===== src/rtl/instr_cache_refill_ctrl_pkg.sv =====
// instr_cache_pkg: shared definitions for the instruction-cache refill path.
//   Default geometry (index/line/word widths), refill FSM state encoding and
//   address split helpers used by the tag compare, replacement and refill stages.
package instr_cache_pkg;

    localparam int IDX_SIZE = 6;
    localparam int BLOCK_NO = 1 << IDX_SIZE;
    localparam int ADDR_W   = 32;
    localparam int DATA_W   = 32;
    localparam int WORDS    = 4;
    localparam int WORD_W   = $clog2(WORDS);
    localparam int OFF_W    = WORD_W + 2;               // word select + byte select
    localparam int TAG_W    = ADDR_W - IDX_SIZE - OFF_W;

    typedef enum logic [1:0] {
        ST_IDLE,
        ST_REQ,
        ST_FILL,
        ST_DONE
    } refill_state_e;

    typedef logic [TAG_W-1:0]    tag_t;
    typedef logic [IDX_SIZE-1:0] idx_t;
    typedef logic [WORD_W-1:0]   word_t;

    function automatic tag_t addr_tag(input logic [ADDR_W-1:0] a);
        return a[ADDR_W-1 -: TAG_W];
    endfunction

    function automatic idx_t addr_idx(input logic [ADDR_W-1:0] a);
        return a[OFF_W +: IDX_SIZE];
    endfunction

    function automatic word_t addr_word(input logic [ADDR_W-1:0] a);
        return a[2 +: WORD_W];
    endfunction

endpackage


===== src/rtl/instr_cache_refill_ctrl_if.sv =====
// Memory-side line read bus for the refill controller.
//   master (controller): mem_req/mem_addr out; mem_gnt, mem_rvalid, mem_rdata in.
//   slave  (memory)    : the mirror image.
interface instr_cache_refill_ctrl_if
    import instr_cache_pkg::*;
#(
    parameter int AW = ADDR_W,
    parameter int DW = DATA_W
) ();
    logic          mem_req;     // line read request, held until grant
    logic [AW-1:0] mem_addr;    // line-aligned address
    logic          mem_gnt;     // request accepted this cycle
    logic          mem_rvalid;  // one beat valid on mem_rdata
    logic [DW-1:0] mem_rdata;   // beat data, ascending word order

    modport master (output mem_req, mem_addr, input mem_gnt, mem_rvalid, mem_rdata);
    modport slave  (input mem_req, mem_addr, output mem_gnt, mem_rvalid, mem_rdata);
endinterface


===== src/rtl/instr_cache_refill_ctrl_beat_counter.sv =====
// refill_beat_counter: word-slot counter for one line burst.
//   i_clr  : restart at word 0 (memory grant)
//   i_inc  : one beat written this cycle
//   o_cnt  : word slot of the beat currently on the bus
//   o_last : o_cnt is the final word of the line
module refill_beat_counter #(
    parameter  int WORDS = instr_cache_pkg::WORDS,
    localparam int CW    = $clog2(WORDS)
) (
    input  logic          clk_i,
    input  logic          rst_ni,
    input  logic          i_clr,
    input  logic          i_inc,
    output logic [CW-1:0] o_cnt,
    output logic          o_last
);

    logic [CW-1:0] r_cnt;

    always_ff @(posedge clk_i or negedge rst_ni) begin
        if (!rst_ni)    r_cnt <= '0;
        else if (i_clr) r_cnt <= '0;
        else if (i_inc) r_cnt <= r_cnt + CW'(1);
    end

    assign o_cnt  = r_cnt;
    assign o_last = (r_cnt == CW'(WORDS - 1));

endmodule


===== src/rtl/instr_cache_refill_ctrl.sv =====
// instr_cache_refill_ctrl: miss/refill controller for the 2-way I-cache.
//   Fetch side : req_i, addr_i, need_next_i, hit_i, hit_next_i in; stall_o out.
//   Memory side: mem (master modport) - line request/grant and beat return.
//   Array side : write_o, instr_write_start_o, idx_o, tag_o, word_o, wdata_o.
// A fetch that misses the current line and/or the straddled next line is
// serviced with one or two back-to-back line bursts, then one settle cycle.
module instr_cache_refill_ctrl
    import instr_cache_pkg::*;
#(
    parameter  int idx_size   = IDX_SIZE,
    parameter  int block_no   = BLOCK_NO,
    parameter  int addr_width = ADDR_W,
    parameter  int data_width = DATA_W,
    parameter  int words      = WORDS,
    localparam int WRD_W      = $clog2(words),
    localparam int OFS_W      = WRD_W + 2,
    localparam int TG_W       = addr_width - idx_size - OFS_W
) (
    input  logic                  clk_i,
    input  logic                  rst_ni,
    input  logic                  req_i,
    input  logic [addr_width-1:0] addr_i,
    input  logic                  need_next_i,
    input  logic                  hit_i,
    input  logic                  hit_next_i,
    instr_cache_refill_ctrl_if.master mem,
    output logic                  write_o,
    output logic                  instr_write_start_o,
    output logic [idx_size-1:0]   idx_o,
    output logic [TG_W-1:0]       tag_o,
    output logic [WRD_W-1:0]      word_o,
    output logic [data_width-1:0] wdata_o,
    output logic                  stall_o
);

    localparam logic [idx_size-1:0] LAST_IDX = idx_size'(block_no - 1);

    refill_state_e         r_state, w_state_nxt;
    logic                  r_second, w_second_nxt;   // current fill is the idx+1 line
    logic                  r_pend_next, w_pend_nxt;  // next line also missed at lookup
    logic [TG_W-1:0]       r_tag, w_tag_nxt;
    logic [idx_size-1:0]   r_idx, w_idx_nxt;

    logic                  w_miss;
    logic                  w_req;
    logic                  w_write;
    logic                  w_stall;
    logic                  w_cnt_clr;
    logic [WRD_W-1:0]      w_cnt;
    logic                  w_last;
    logic [TG_W-1:0]       w_cur_tag;
    logic [idx_size-1:0]   w_cur_idx;
    logic                  w_unused_off;

    // Line following {t,i}: the index wraps and carries into the tag.
    function automatic logic [TG_W+idx_size-1:0] next_line(input logic [TG_W-1:0] t,
                                                           input logic [idx_size-1:0] i);
        return {(i == LAST_IDX) ? t + TG_W'(1) : t, i + idx_size'(1)};
    endfunction

    assign w_cur_tag    = addr_i[addr_width-1 -: TG_W];
    assign w_cur_idx    = addr_i[OFS_W +: idx_size];
    assign w_unused_off = ^addr_i[OFS_W-1:0];

    assign w_miss = req_i & (~hit_i | (need_next_i & ~hit_next_i));

    refill_beat_counter #(.WORDS(words)) u_beat_cnt (
        .clk_i  (clk_i),
        .rst_ni (rst_ni),
        .i_clr  (w_cnt_clr),
        .i_inc  (w_write),
        .o_cnt  (w_cnt),
        .o_last (w_last)
    );

    always_ff @(posedge clk_i or negedge rst_ni) begin
        if (!rst_ni) begin
            r_state     <= ST_IDLE;
            r_second    <= 1'b0;
            r_pend_next <= 1'b0;
            r_tag       <= '0;
            r_idx       <= '0;
        end else begin
            r_state     <= w_state_nxt;
            r_second    <= w_second_nxt;
            r_pend_next <= w_pend_nxt;
            r_tag       <= w_tag_nxt;
            r_idx       <= w_idx_nxt;
        end
    end

    always_comb begin
        w_state_nxt  = r_state;
        w_second_nxt = r_second;
        w_pend_nxt   = r_pend_next;
        w_tag_nxt    = r_tag;
        w_idx_nxt    = r_idx;
        w_req        = 1'b0;
        w_write      = 1'b0;
        w_stall      = 1'b1;
        w_cnt_clr    = 1'b0;
        unique case (r_state)
            ST_IDLE: begin
                w_stall = w_miss;
                if (w_miss) begin
                    // Current line first if it missed; otherwise only idx+1 is missing.
                    if (!hit_i) {w_tag_nxt, w_idx_nxt} = {w_cur_tag, w_cur_idx};
                    else        {w_tag_nxt, w_idx_nxt} = next_line(w_cur_tag, w_cur_idx);
                    w_second_nxt = hit_i;
                    w_pend_nxt   = need_next_i & ~hit_next_i;
                    w_state_nxt  = ST_REQ;
                end
            end
            ST_REQ: begin
                w_req = 1'b1;
                if (mem.mem_gnt) begin
                    w_cnt_clr   = 1'b1;
                    w_state_nxt = ST_FILL;
                end
            end
            ST_FILL: begin
                w_write = mem.mem_rvalid;
                if (mem.mem_rvalid && w_last) begin
                    if (!r_second && r_pend_next) begin
                        {w_tag_nxt, w_idx_nxt} = next_line(r_tag, r_idx);
                        w_second_nxt = 1'b1;
                        w_state_nxt  = ST_REQ;
                    end else begin
                        w_state_nxt = ST_DONE;
                    end
                end
            end
            ST_DONE: begin
                // Settle cycle for the tag/valid arrays before lookup repeats.
                w_state_nxt = ST_IDLE;
            end
            default: w_state_nxt = ST_IDLE;
        endcase
    end

    assign mem.mem_req  = w_req;
    assign mem.mem_addr = {r_tag, r_idx, {OFS_W{1'b0}}};

    assign write_o             = w_write;
    assign instr_write_start_o = w_write & (w_cnt == '0);
    assign idx_o               = r_idx;
    assign tag_o               = r_tag;
    assign word_o              = w_cnt;
    assign wdata_o             = mem.mem_rdata;
    assign stall_o             = w_stall;

endmodule

===== src/flat_wrapper.sv =====
// flat-port wrapper written by rule: the top's interface ports become plain ports
module instr_cache_refill_ctrl_flat import instr_cache_pkg::*;
#(
    parameter  int idx_size   = IDX_SIZE,
    parameter  int block_no   = BLOCK_NO,
    parameter  int addr_width = ADDR_W,
    parameter  int data_width = DATA_W,
    parameter  int words      = WORDS,
    localparam int WRD_W      = $clog2(words),
    localparam int OFS_W      = WRD_W + 2,
    localparam int TG_W       = addr_width - idx_size - OFS_W
)
  (clk_i, rst_ni, req_i, addr_i, need_next_i, hit_i, hit_next_i, write_o, instr_write_start_o, idx_o, tag_o, word_o, wdata_o, stall_o, mem_mem_req, mem_mem_addr, mem_mem_gnt, mem_mem_rvalid, mem_mem_rdata);
  instr_cache_refill_ctrl_if mem_i ();
  input  logic clk_i;
  input  logic rst_ni;
  input  logic req_i;
  input  logic [addr_width-1:0] addr_i;
  input  logic need_next_i;
  input  logic hit_i;
  input  logic hit_next_i;
  output logic write_o;
  output logic instr_write_start_o;
  output logic [idx_size-1:0] idx_o;
  output logic [TG_W-1:0] tag_o;
  output logic [WRD_W-1:0] word_o;
  output logic [data_width-1:0] wdata_o;
  output logic stall_o;
  output wire logic [$bits(mem_i.mem_req)-1:0] mem_mem_req;
  output wire logic [$bits(mem_i.mem_addr)-1:0] mem_mem_addr;
  input wire logic [$bits(mem_i.mem_gnt)-1:0] mem_mem_gnt;
  input wire logic [$bits(mem_i.mem_rvalid)-1:0] mem_mem_rvalid;
  input wire logic [$bits(mem_i.mem_rdata)-1:0] mem_mem_rdata;
  assign mem_mem_req = mem_i.mem_req;
  assign mem_mem_addr = mem_i.mem_addr;
  assign mem_i.mem_gnt = mem_mem_gnt;
  assign mem_i.mem_rvalid = mem_mem_rvalid;
  assign mem_i.mem_rdata = mem_mem_rdata;
  instr_cache_refill_ctrl #(.idx_size(idx_size), .block_no(block_no), .addr_width(addr_width), .data_width(data_width), .words(words)) u_core (.clk_i(clk_i), .rst_ni(rst_ni), .req_i(req_i), .addr_i(addr_i), .need_next_i(need_next_i), .hit_i(hit_i), .hit_next_i(hit_next_i), .mem(mem_i), .write_o(write_o), .instr_write_start_o(instr_write_start_o), .idx_o(idx_o), .tag_o(tag_o), .word_o(word_o), .wdata_o(wdata_o), .stall_o(stall_o));
endmodule

===== config.mk =====
export PLATFORM = sky130hd
export DESIGN_NAME = instr_cache_refill_ctrl_flat
export DESIGN_NICKNAME = d
export VERILOG_FILES = /design/src/rtl/instr_cache_refill_ctrl_pkg.sv /design/src/rtl/instr_cache_refill_ctrl_if.sv /design/src/rtl/instr_cache_refill_ctrl_beat_counter.sv /design/src/rtl/instr_cache_refill_ctrl.sv /design/src/flat_wrapper.sv
export SDC_FILE = /design/constraint.sdc
export NUM_CORES = 1
export LEC_CHECK = 0
export BUFFER_PORTS_ARGS = -buffer_cell sky130_fd_sc_hd__buf_2
export CAP_MARGIN = 20
export CORE_AREA = 2 2 83 85
export DETAILED_ROUTE_END_ITERATION = 8
export DIE_AREA = 0 0 85 87
export PLACE_DENSITY = 0.85
export SETUP_SLACK_MARGIN = 0.1
export SYNTH_ARGS = -nofsm -noshare
export SYNTH_HDL_FRONTEND = slang
export SYNTH_SLANG_ARGS = --single-unit

===== constraint.sdc =====
create_clock -name clk_i -period 3.2 [get_ports clk_i]
set_input_delay 0.64 -clock clk_i [delete_from_list [all_inputs] [get_ports clk_i]]
set_output_delay 0.64 -clock clk_i [all_outputs]
set_load 0.05 [all_outputs]

==> results_tabular.tex, run 1 <==
\begin{tabular}{lr}
\hline
Metric & Value \\
\hline
\multicolumn{2}{l}{\textbf{Outcome}} \\
Result of the run & finished, final reports clean \\
\multicolumn{2}{l}{\textbf{Logic synthesis}} \\
Dominant register cell in the synthesized netlist & dfrtp\_1 \\
Number of register bits inferred by synthesis & 34 \\
Asr flop ratio synth & 100\% \\
Post-synthesis sequential area ratio & 27.3\% \\
Cell variety after synth & 53 \\
Number of enable flip-flop cells after synthesis & 0 \\
Synthesized instance count & 385 \\
Mean area per synthesized cell & 8.10 um\^{}2 \\
Post-synthesis instance area & 0.00312 mm\^{}2 \\
Synth warn & 0 \\
\multicolumn{2}{l}{\textbf{Global route}} \\
GRT Overall Usage & 20.4\% \\
Global route total overflow & 0 \\
Number of global-route vias before repair & 2529 \\
Maximum number of pins on one net before global-route repair & 35 \\
Wire length of the first global-routing pass & 12300 um \\
Antenna violations before repair & 0 \\
\multicolumn{2}{l}{\textbf{Job}} \\
Number of maximum-capacitance constraint violations & 0 \\
\multicolumn{2}{l}{\textbf{STA}} \\
Slew HR & 46.6\% \\
Period utilization & 72.2\% \\
Final TNS setup & 0 ns \\
Worst clock skew & 0.00350 ns \\
Final Setup Violations & 0 \\
F\_max & 433 MHz \\
Unrepaired setup endpoints after global routing & false \\
Slew Limit Fails & 0 \\
Worst hold slack across all endpoints & 0.427 ns \\
Final min period & 2.31 ns \\
Final-report hold violation count & 0 \\
Transition time of the tightest slew-check pin & 0.801 ns \\
\multicolumn{2}{l}{\textbf{Clock tree}} \\
Clock tree from TritonCTS & done \\
H-tree Lvls & 2 \\
Setup Fix Bufs, Post-CTS & 0 \\
Root buffer cell & clkbuf\_8 \\
Cells resized by post-CTS repair & 0 \\
Hold-fix buffer count after cts & 0 \\
Maximum root-to-sink buffer count & 2 \\
Total clock buffers created by CTS & 5 \\
Clock insertion delay at the later pin of the skew report & 0.29 ns \\
TritonCTS Sinks & 34 \\
Clk pin slew, worst setup/hold paths & 0.07 ns \\
\multicolumn{2}{l}{\textbf{Pwr}} \\
Part of the power in combinational logic & 66.6\% \\
Proportion of power drawn by flip-flops and latches & 25.2\% \\
Net switching power figure & 2.46 mW \\
Clock Power Share & 8.3\% \\
Leakage Power & 1.42 nW \\
Fraction of power spent switching nets & 64.1\% \\
Internal power contribution & 1.38 mW \\
Power density over the cells & 1180 mW/mm\^{}2 \\
Maximum vdd drop & 0.000619 V \\
\multicolumn{2}{l}{\textbf{Setup path}} \\
Worst setup EP type & flop \\
Data arrival time at the worst-slack endpoint & 2.46 ns \\
Critical Path Source Type & flop \\
Largest fanout of any net on the critical path & 18 \\
Class of the most critical setup path & reg2reg \\
Reg-to-reg setup timing slack & 0.89 ns \\
Critical path required time & 3.35 ns \\
\multicolumn{2}{l}{\textbf{Die}} \\
Core Rows & 30 \\
Area of the die & 0.00740 mm\^{}2 \\
Number of top-level pins & 170 \\
Core Area & 0.00657 mm\^{}2 \\
Horizontal die dimension & 85 um \\
Initial Utilization & 47.5\% \\
Height of the die & 87 um \\
\multicolumn{2}{l}{\textbf{Placed design}} \\
Gp weighted congestion & 0.883 \\
Count of port buffers added during placement & 97 \\
HPWL Detailed & 5800 um \\
\multicolumn{2}{l}{\textbf{Worst hold path}} \\
Worst hold-check path type & in2async \\
\multicolumn{2}{l}{\textbf{Routing}} \\
Total number of vias & 2869 \\
Routed wire per std cell & 15.5 um \\
Final WL & 7700 um \\
Routed length on met1 & 3330 um \\
Vias per inst & 5.77 \\
Number of iterations in the first detailed-routing pass & 4 \\
Routed wire length on met2 & 3630 um \\
Starting DRC count in detailed routing & 257 \\
Top metal layer carrying routed signals & met4 \\
Total met3 wirelength after detailed routing & 604 um \\
DRC violation count after routing & 0 \\
Remaining number of nets flagged by the antenna check after routing & 0 \\
\multicolumn{2}{l}{\textbf{Finish}} \\
Count of nets after finishing & 496 \\
Most used cells in the layout excluding fill and tap cells & buf\_2, nand2\_1, dfrtp\_1, a21oi\_1, nor2\_1 \\
Proportion of layout cells with a drive suffix above 1 & 29.7\% \\
Most common cell after layout, fill and taps aside & buf\_2 \\
Area Overhead vs Synth & 4.70\% \\
Number of diodes & 0 \\
Number of filler cells placed in the layout & 633 \\
\hline
\end{tabular}
[critical path, stage by stage (launching register included)]
cell and delay (ns):
dfrtp_1 0.42, ha_1 0.22, and3_1 0.23, nand4_1 0.18, o31ai_4 0.70, o21ai_0 0.20
nand2_1 0.12, o221ai_1 0.11
[power by group through the flow]
stage / combinational (mW) / clock [mW] / sequential, mW
final: 2.56 / 0.318 / 0.968
after global routing: 2.69 / 0.335 / 1.01
after detailed placement: 2.55 / 0 / 0.972
after global placement: 2.51 / 0 / 0.952
after floorplan: 1.74 / 0 / 1.53
after CTS: 2.56 / 0.322 / 0.964
[final cells by class]
cell class	instances	area, um^2	share of cell area (%)
inverters	8	30.0	0.920
repair buffers	100	508	15.6
clock buffers	6	82.6	2.53
flip-flops and latches	34	851	26.1
well taps	80	100	3.07
multi-input cells	269	1690	51.9
[synth_stat cells, types with 3 or more instances]
library cell,instances,area [um^2]
buf_4,68,510
nand2_1,43,161
dfrtp_1,34,851
a21oi_1,30,150
nor2_1,27,101
nand3_1,17,85.1
o21ai_0,17,85.1
xnor2_1,17,149
nand4_1,16,100
and3_1,10,62.6
nor3_1,10,50.1
xor2_1,10,87.6
a31oi_1,8,50.1
inv_1,8,30.0
ha_1,6,75.1
buf_2,5,25.0
o21ai_1,4,20.0
o22a_1,4,35.0
clkbuf_1,3,11.3
nor3_2,3,30.0
o22ai_1,3,18.8
[cell families (layout without fill, tap and decap cells)]
group	count (synthesis)	in the layout	synth area share, %
compound gates	87	87	18.1
xor+xnor	27	27	7.58
fa+ha+maj	6	6	2.41
buf+inv	85	114	18.9
flops	34	34	27.3
mux	1	1	0.321
other cells	1	4	0.120
simple gates	144	144	25.3
[per-layer routing]
| metal | track usage [%] | vias to the layer above |
|---|---|---|
| li1 | - | 1368 |
| met2 | 31.8 | 139 |
| met3 | 3.13 | 11 |
| met5 | 0 | - |
| met1 | 28.7 | 1351 |
| met4 | 7.65 | 0 |
[through the flow]
stage / cell area [um^2] / util (%) / worst slack [ns] / power [mW] / instances
2_1_floorplan: 3130 / - / 0.988 / 3.27 / 388
3_3_place_gp: 3180 / 48.4 / 0.784 / 3.46 / 491
3_5_place_dp: 3180 / 48.4 / 0.707 / 3.52 / 491
4_1_cts: 3260 / 49.7 / 0.953 / 3.84 / 497
5_1_grt: 3260 / 49.7 / 0.791 / 4.03 / 497
6_report: 3260 / 49.7 / 0.889 / 3.84 / 497
[path summary, 6_finish.rpt]
kind	startpoint	to	depth (start not counted)
min reg2reg	u_core.r_second	u_core.r_second	2
max in group asynchronous	rst_ni	u_core.tag_o[16]	1
max reg2reg	u_core.idx_o[0]	u_core.tag_o[17]	7
min in group clk_i	u_core.r_second	u_core.r_second	2
max	u_core.idx_o[0]	u_core.tag_o[17]	7
min	rst_ni	u_core.idx_o[2]	1
[state kept, by name (all words and copies together) (netlist names)]
register,flops
u_core.r_second,1
u_core.r_state,2
u_core.r_pend_next,1
u_core.tag_o,22
u_core.u_beat_cnt.o_cnt,2
u_core.idx_o,6
No activity file was read; power rests on OpenSTA's default activity.
==> run 2, diff against run 1 <==
Settings changed: ABC_AREA set to 1, CORE_AREA 2 2 83 85 to 2 2 91 93, DIE_AREA 0 0 85 87 to 0 0 93 95, PLACE_DENSITY 0.85 to 0.8.
Clock period 3.2 ns to 2.4 ns, I/O delays scaled along.
==> results_tabular.tex, run 2 <==
\begin{tabular}{lr}
\hline
Metric & Value \\
\hline
\multicolumn{2}{l}{\textbf{STA}} \\
Slew HR & 46.8\% \\
Setup ws final & 0.462 ns \\
Slew Limit Fails & 0 \\
Final-report hold violation count & 0 \\
Period utilization & 80.7\% \\
Final min period & 1.94 ns \\
F\_max & 516 MHz \\
Worst clock skew & 0.00891 ns \\
Transition time of the tightest slew-check pin & 0.798 ns \\
Final Setup Violations & 0 \\
Final TNS setup & 0 ns \\
Unrepaired setup endpoints after global routing & false \\
\multicolumn{2}{l}{\textbf{Clock tree}} \\
Setup Fix Bufs, Post-CTS & 0 \\
Clock insertion delay at the later pin of the skew report & 0.29 ns \\
Total clock buffers created by CTS & 5 \\
Clk pin slew, worst setup/hold paths & 0.08 ns \\
Root buffer cell & clkbuf\_8 \\
Cells resized by post-CTS repair & 0 \\
Clock tree from TritonCTS & done \\
Maximum root-to-sink buffer count & 2 \\
TritonCTS Sinks & 34 \\
Hold-fix buffer count after cts & 0 \\
H-tree Lvls & 2 \\
\multicolumn{2}{l}{\textbf{Setup path}} \\
Slowest stage delay, CP & 0.44 ns \\
Worst setup EP type & primary output \\
R2R depth & 12 \\
Largest fanout of any net on the critical path & 6 \\
Critical path required time & 1.92 ns \\
Data arrival time at the worst-slack endpoint & 1.46 ns \\
First element of the critical path & u\_core.r\_state[1] \\
Cell family with the largest share of critical-path delay & flip-flops \\
RR Startpoint & u\_core.idx\_o[0] \\
Reg-to-reg setup timing slack & 0.51 ns \\
Critical Path Source Type & flop \\
Class of the most critical setup path & reg2out \\
Worst-path cell chain & inv\_2, nor2\_2, nand2\_1, nor2\_1, buf\_2 \\
Count of buffering cells on the critical path with inverters included & 2 \\
Crit Reg-Reg Endpoint & u\_core.tag\_o[11] \\
Slowest-stage cell, CP & dfrtp\_1 \\
\multicolumn{2}{l}{\textbf{Finish}} \\
End-of-flow core utilization & 48.5\% \\
Most common cell after layout, fill and taps aside & nand2\_1 \\
Proportion of layout cells with a drive suffix above 1 & 23.2\% \\
Area Overhead vs Synth & 4.81\% \\
Post-route cell area & 0.00384 mm\^{}2 \\
Flip-flop count of the largest register after layout & 22 \\
Number of diodes & 0 \\
Number of filler cells placed in the layout & 859 \\
Count of nets after finishing & 697 \\
Most used cells in the layout excluding fill and tap cells & nand2\_1, buf\_2, nand3\_1, inv\_1, nor2\_1 \\
\multicolumn{2}{l}{\textbf{Logic synthesis}} \\
Synthesized instance count & 583 \\
Cell variety after synth & 37 \\
Biggest area contributors in the synthesized netlist & dfrtp\_1, nand2\_1, buf\_4, nand3\_1, inv\_1 \\
Multiplexer share of the synthesized area & 0\% \\
Most frequent cell after synthesis & nand2\_1 \\
Mean area per synthesized cell & 6.29 um\^{}2 \\
Arithmetic-cell share of the synthesized area counting full adders, half adders and majority gates & 2.05\% \\
Post-synthesis sequential area ratio & 23.2\% \\
Post-synthesis instance area & 0.00366 mm\^{}2 \\
Share of the synthesized area in compound gates (AO/OA/AOI/OAI) & 9.76\% \\
Dominant combinational cell family by area after synthesis & simple AND/OR/NAND/NOR gates \\
Number of register bits inferred by synthesis & 34 \\
Portion of synthesized cell area occupied by the leading cell type & 23.2\% \\
Cell types with the highest counts after synthesis & nand2\_1, buf\_4, nand3\_1 \\
Post-synthesis xor/xnor area fraction & 1.91\% \\
Number of enable flip-flop cells after synthesis & 0 \\
Post-Synth Simple-Gate Area & 41.0\% \\
Dominant register cell in the synthesized netlist & dfrtp\_1 \\
Synth warn & 0 \\
Asr flop ratio synth & 100\% \\
Biggest area consumer among synthesized cells & dfrtp\_1 \\
\multicolumn{2}{l}{\textbf{Pwr}} \\
Total Power Consumption & 5.70 mW \\
Leakage Power & 2.02 nW \\
Power density over the cells & 1490 mW/mm\^{}2 \\
Maximum vdd drop & 0.000750 V \\
\multicolumn{2}{l}{\textbf{Routing}} \\
Remaining number of nets flagged by the antenna check after routing & 0 \\
Number of iterations in the first detailed-routing pass & 5 \\
Vias per inst & 5.17 \\
Starting DRC count in detailed routing & 314 \\
Final WL & 9420 um \\
Routed wire per std cell & 13.0 um \\
DRC violation count after routing & 0 \\
Total number of vias & 3747 \\
\multicolumn{2}{l}{\textbf{Die}} \\
Core Rows & 33 \\
Horizontal die dimension & 93 um \\
Initial Utilization & 46.2\% \\
Area of the die & 0.00884 mm\^{}2 \\
Core Area & 0.00793 mm\^{}2 \\
Number of top-level pins & 170 \\
Height of the die & 95 um \\
\multicolumn{2}{l}{\textbf{Job}} \\
Number of maximum-capacitance constraint violations & 0 \\
\multicolumn{2}{l}{\textbf{Placed design}} \\
HPWL Detailed & 7340 um \\
Placement-stage cell area & 0.00375 mm\^{}2 \\
Count of port buffers added during placement & 97 \\
Post-placement setup slack & 0.312 ns \\
Gp weighted congestion & 0.921 \\
\multicolumn{2}{l}{\textbf{Outcome}} \\
Result of the run & finished, final reports clean \\
\multicolumn{2}{l}{\textbf{Global route}} \\
GRT Overall Usage & 21.5\% \\
Wire length of the first global-routing pass & 15300 um \\
Global route total overflow & 0 \\
Maximum number of pins on one net before global-route repair & 35 \\
Number of global-route vias before repair & 3306 \\
Antenna violations before repair & 0 \\
\multicolumn{2}{l}{\textbf{Worst hold path}} \\
Worst hold-check path type & in2async \\
\hline
\end{tabular}
[run 2: area by class of cell]
| type | count | area (um^2) | share of cell area, % |
|---|---|---|---|
| repair buffers | 103 | 531 | 13.8 |
| clock inverters | 1 | 5.00 | 0.130 |
| well taps | 105 | 131 | 3.42 |
| multi-input cells | 417 | 2020 | 52.6 |
| clock buffers | 7 | 86.3 | 2.25 |
| inverters | 58 | 218 | 5.67 |
| flip-flops and latches | 34 | 851 | 22.1 |
[run 2: power breakdown]
part           total [mW]  switching, mW  leakage, nW  internal, mW
Clock               0.450          0.218       0.0482         0.232
Combinational        3.94           3.02         1.56         0.916
Sequential           1.32          0.457        0.413         0.859
[run 2: cells by family after synthesis]
logic type / count (synthesis)
XOR/XNOR: 8
AND/OR/NAND/NOR: 336
flip-flops: 34
other: 1
AO/OA/AOI/OAI: 63
adder cells (fa/ha/maj): 6
buffers and inverters: 135
[run 2: worst reg2reg max path, delay by kind of cell (launching register included)]
family | cells | cell delay [ns]
AND/OR/NAND/NOR | 7 | 0.70
flip-flops | 1 | 0.44
buffers and inverters | 3 | 0.35
adder cells (fa/ha/maj) | 1 | 0.20
AO/OA/AOI/OAI | 1 | 0.13
[run 2: through the flow]
stage | hold WS (ns) | std cells
final | 0.268 | 725
after global routing | 0.338 | 725
after CTS | 0.300 | 725
after detailed placement | 0.495 | 717
after global placement | 0.477 | 717
after floorplan | 0.184 | 586
[run 2: worst max path at each step]
stage                     slack, ns                   to  cells past startpoint
after detailed placement       0.31      u_core.tag_o[6]                      9
after global routing           0.28     u_core.tag_o[18]                     12
after floorplan                0.37  instr_write_start_o                      4
after global placement         0.34      u_core.tag_o[6]                      9
after CTS                      0.46  instr_write_start_o                      5
final                          0.46  instr_write_start_o                      5
[run 2: metal layers]
metal | share of wire, % | track usage, %
met1 | 45 | 29.4
met2 | 46 | 35.7
met3 | 6.9 | 2.95
met4 | 1.8 | 6.00
met5 | 0 | 0
==> run 3, diff against run 2 <==
Clock period 2.4 ns to 2 ns, I/O delays scaled along.
==> results_tabular.tex, run 3 (synthesis gave the netlist of run 2 again) <==
\begin{tabular}{lr}
\hline
Metric & Value \\
\hline
\multicolumn{2}{l}{\textbf{STA}} \\
Final Setup Violations & 0 \\
Setup ws final & 0.177 ns \\
Period utilization & 91.2\% \\
Final TNS setup & 0 ns \\
F\_max & 548 MHz \\
Final min period & 1.82 ns \\
Final-report hold violation count & 0 \\
Worst clock skew & 0.0120 ns \\
Worst hold slack across all endpoints & 0.0262 ns \\
Slew Limit Fails & 0 \\
Unrepaired setup endpoints after global routing & false \\
\multicolumn{2}{l}{\textbf{Worst hold path}} \\
Worst hold-check path type & in2async \\
\multicolumn{2}{l}{\textbf{Clock tree}} \\
Clock insertion delay at the later pin of the skew report & 0.30 ns \\
Maximum root-to-sink buffer count & 2 \\
Hold-fix buffer count after cts & 0 \\
Clock tree from TritonCTS & done \\
Root buffer cell & clkbuf\_8 \\
Clk pin slew, worst setup/hold paths & 0.08 ns \\
TritonCTS Sinks & 34 \\
Setup Fix Bufs, Post-CTS & 0 \\
H-tree Lvls & 2 \\
Total clock buffers created by CTS & 5 \\
\multicolumn{2}{l}{\textbf{Routing}} \\
Number of iterations in the first detailed-routing pass & 5 \\
Remaining number of nets flagged by the antenna check after routing & 0 \\
Starting DRC count in detailed routing & 265 \\
DRC violation count after routing & 0 \\
Vias per inst & 5.20 \\
Final WL & 9910 um \\
Total number of vias & 3788 \\
Routed wire per std cell & 13.6 um \\
\multicolumn{2}{l}{\textbf{Setup path}} \\
Slowest stage delay, CP & 0.43 ns \\
Largest fanout of any net on the critical path & 6 \\
Worst setup EP type & primary output \\
Worst-path cell chain & nor2\_2, nand2\_2, nor2\_2, buf\_4 \\
Class of the most critical setup path & reg2out \\
Critical path required time & 1.60 ns \\
Data arrival time at the worst-slack endpoint & 1.42 ns \\
Most used cell, CP & nor2\_2 \\
RR Startpoint & u\_core.idx\_o[0] \\
Slowest-stage cell, CP & dfrtp\_1 \\
R2R depth & 11 \\
Crit Reg-Reg Endpoint & u\_core.tag\_o[9] \\
Reg-to-reg setup timing slack & 0.24 ns \\
Critical Path Source Type & flop \\
\multicolumn{2}{l}{\textbf{Placed design}} \\
Count of port buffers added during placement & 97 \\
Post-placement setup slack & 0.0504 ns \\
Placement-stage cell area & 0.00381 mm\^{}2 \\
Gp weighted congestion & 0.873 \\
HPWL Detailed & 7730 um \\
\multicolumn{2}{l}{\textbf{Job}} \\
Number of maximum-capacitance constraint violations & 0 \\
\multicolumn{2}{l}{\textbf{Die}} \\
Height of the die & 95 um \\
Area of the die & 0.00884 mm\^{}2 \\
Core Area & 0.00793 mm\^{}2 \\
Initial Utilization & 46.2\% \\
Horizontal die dimension & 93 um \\
Core Rows & 33 \\
Number of top-level pins & 170 \\
\multicolumn{2}{l}{\textbf{Pwr}} \\
Leakage Power & 2.06 nW \\
Clock Power Share & 10.9\% \\
Power density over the cells & 1820 mW/mm\^{}2 \\
Maximum vdd drop & 0.000822 V \\
Part of the power in combinational logic & 67.5\% \\
Proportion of power drawn by flip-flops and latches & 21.7\% \\
Fraction of power spent switching nets & 62.6\% \\
Internal power contribution & 2.69 mW \\
Net switching power figure & 4.50 mW \\
\multicolumn{2}{l}{\textbf{Outcome}} \\
Result of the run & finished, final reports clean \\
\multicolumn{2}{l}{\textbf{Finish}} \\
Number of diodes & 0 \\
Most used cells in the layout excluding fill and tap cells & nand2\_1, buf\_2, nand3\_1, inv\_1, nor2\_1 \\
Post-route cell area & 0.00396 mm\^{}2 \\
Most common cell after layout, fill and taps aside & nand2\_1 \\
Count of nets after finishing & 701 \\
Area Overhead vs Synth & 7.99\% \\
Flip-flop count of the largest register after layout & 22 \\
End-of-flow core utilization & 49.9\% \\
Proportion of layout cells with a drive suffix above 1 & 24.8\% \\
\multicolumn{2}{l}{\textbf{Global route}} \\
Antenna violations before repair & 0 \\
GRT Overall Usage & 22.7\% \\
Global route total overflow & 0 \\
Wire length of the first global-routing pass & 16000 um \\
Number of global-route vias before repair & 3533 \\
Maximum number of pins on one net before global-route repair & 27 \\
\hline
\end{tabular}
## run 3: cell count changes in the layout (fill, tap and decap cells not counted), moves of 2 or more
cell       previous run  this run
buf_4                 6        10
dfrtp_1              34        30
dfrtp_2               0         4
buf_12                0         2
buf_2                97        95
bufinv_16             0         2
## run 3: repair_timing
item                       in CTS  in global routing
gates resized for setup         2                  2
pin swaps                       0                  0
setup endpoints to repair       2                  2
## run 3: through the flow
step           std cells  power, mW
6_report             729       7.19
5_1_grt              729       7.65
4_1_cts              729       7.19
3_5_place_dp         721       6.39
3_3_place_gp         721       6.27
2_1_floorplan        586       5.78
## run 3: power groups by stage
| stage | Combinational [mW] | Clock, mW | Sequential [mW] |
|---|---|---|---|
| 3_5_place_dp | 4.83 | 0 | 1.56 |
| 3_3_place_gp | 4.73 | 0 | 1.54 |
| 5_1_grt | 5.22 | 0.814 | 1.62 |
| 4_1_cts | 4.85 | 0.790 | 1.55 |
| 6_report | 4.85 | 0.780 | 1.56 |
| 2_1_floorplan | 3.31 | 0 | 2.47 |
## run 3: cell type report
class	count	area, um^2
clock buffers	5	68.8
clock inverters	3	68.8
fillers	822	3970
inverters	58	218
multi-input cells	417	2020
flip-flops and latches	34	856
well taps	105	131
repair buffers	107	591
## run 3: layer usage
layer | share of wire [%] | up-vias | track usage (%)
met5 | 0 | - | 0
met4 | 2.7 | 0 | 10.8
met3 | 6.3 | 28 | 2.71
met1 | 44 | 1726 | 28.6
li1 | - | 1874 | -
met2 | 47 | 160 | 38.9
## run 3: critical path: cells and delay by family, from the launching register on
kind | cells | cell delay, ns
simple gates | 3 | 0.50
flops | 1 | 0.43
buf+inv | 1 | 0.20
## run 3: worst max path at each step
stage                               startpoint             endpoint  slack, ns  cells past startpoint
finish                       u_core.r_state[0]  instr_write_start_o       0.18                      4
global route        u_core.u_beat_cnt.o_cnt[0]     u_core.tag_o[15]       0.11                     10
CTS                          u_core.r_state[1]  instr_write_start_o       0.10                      5
floorplan                      u_core.tag_o[1]     u_core.tag_o[18]       0.11                     12
detailed placement                   addr_i[4]     u_core.tag_o[18]       0.05                     11
global placement                     addr_i[4]     u_core.tag_o[16]       0.11                     11
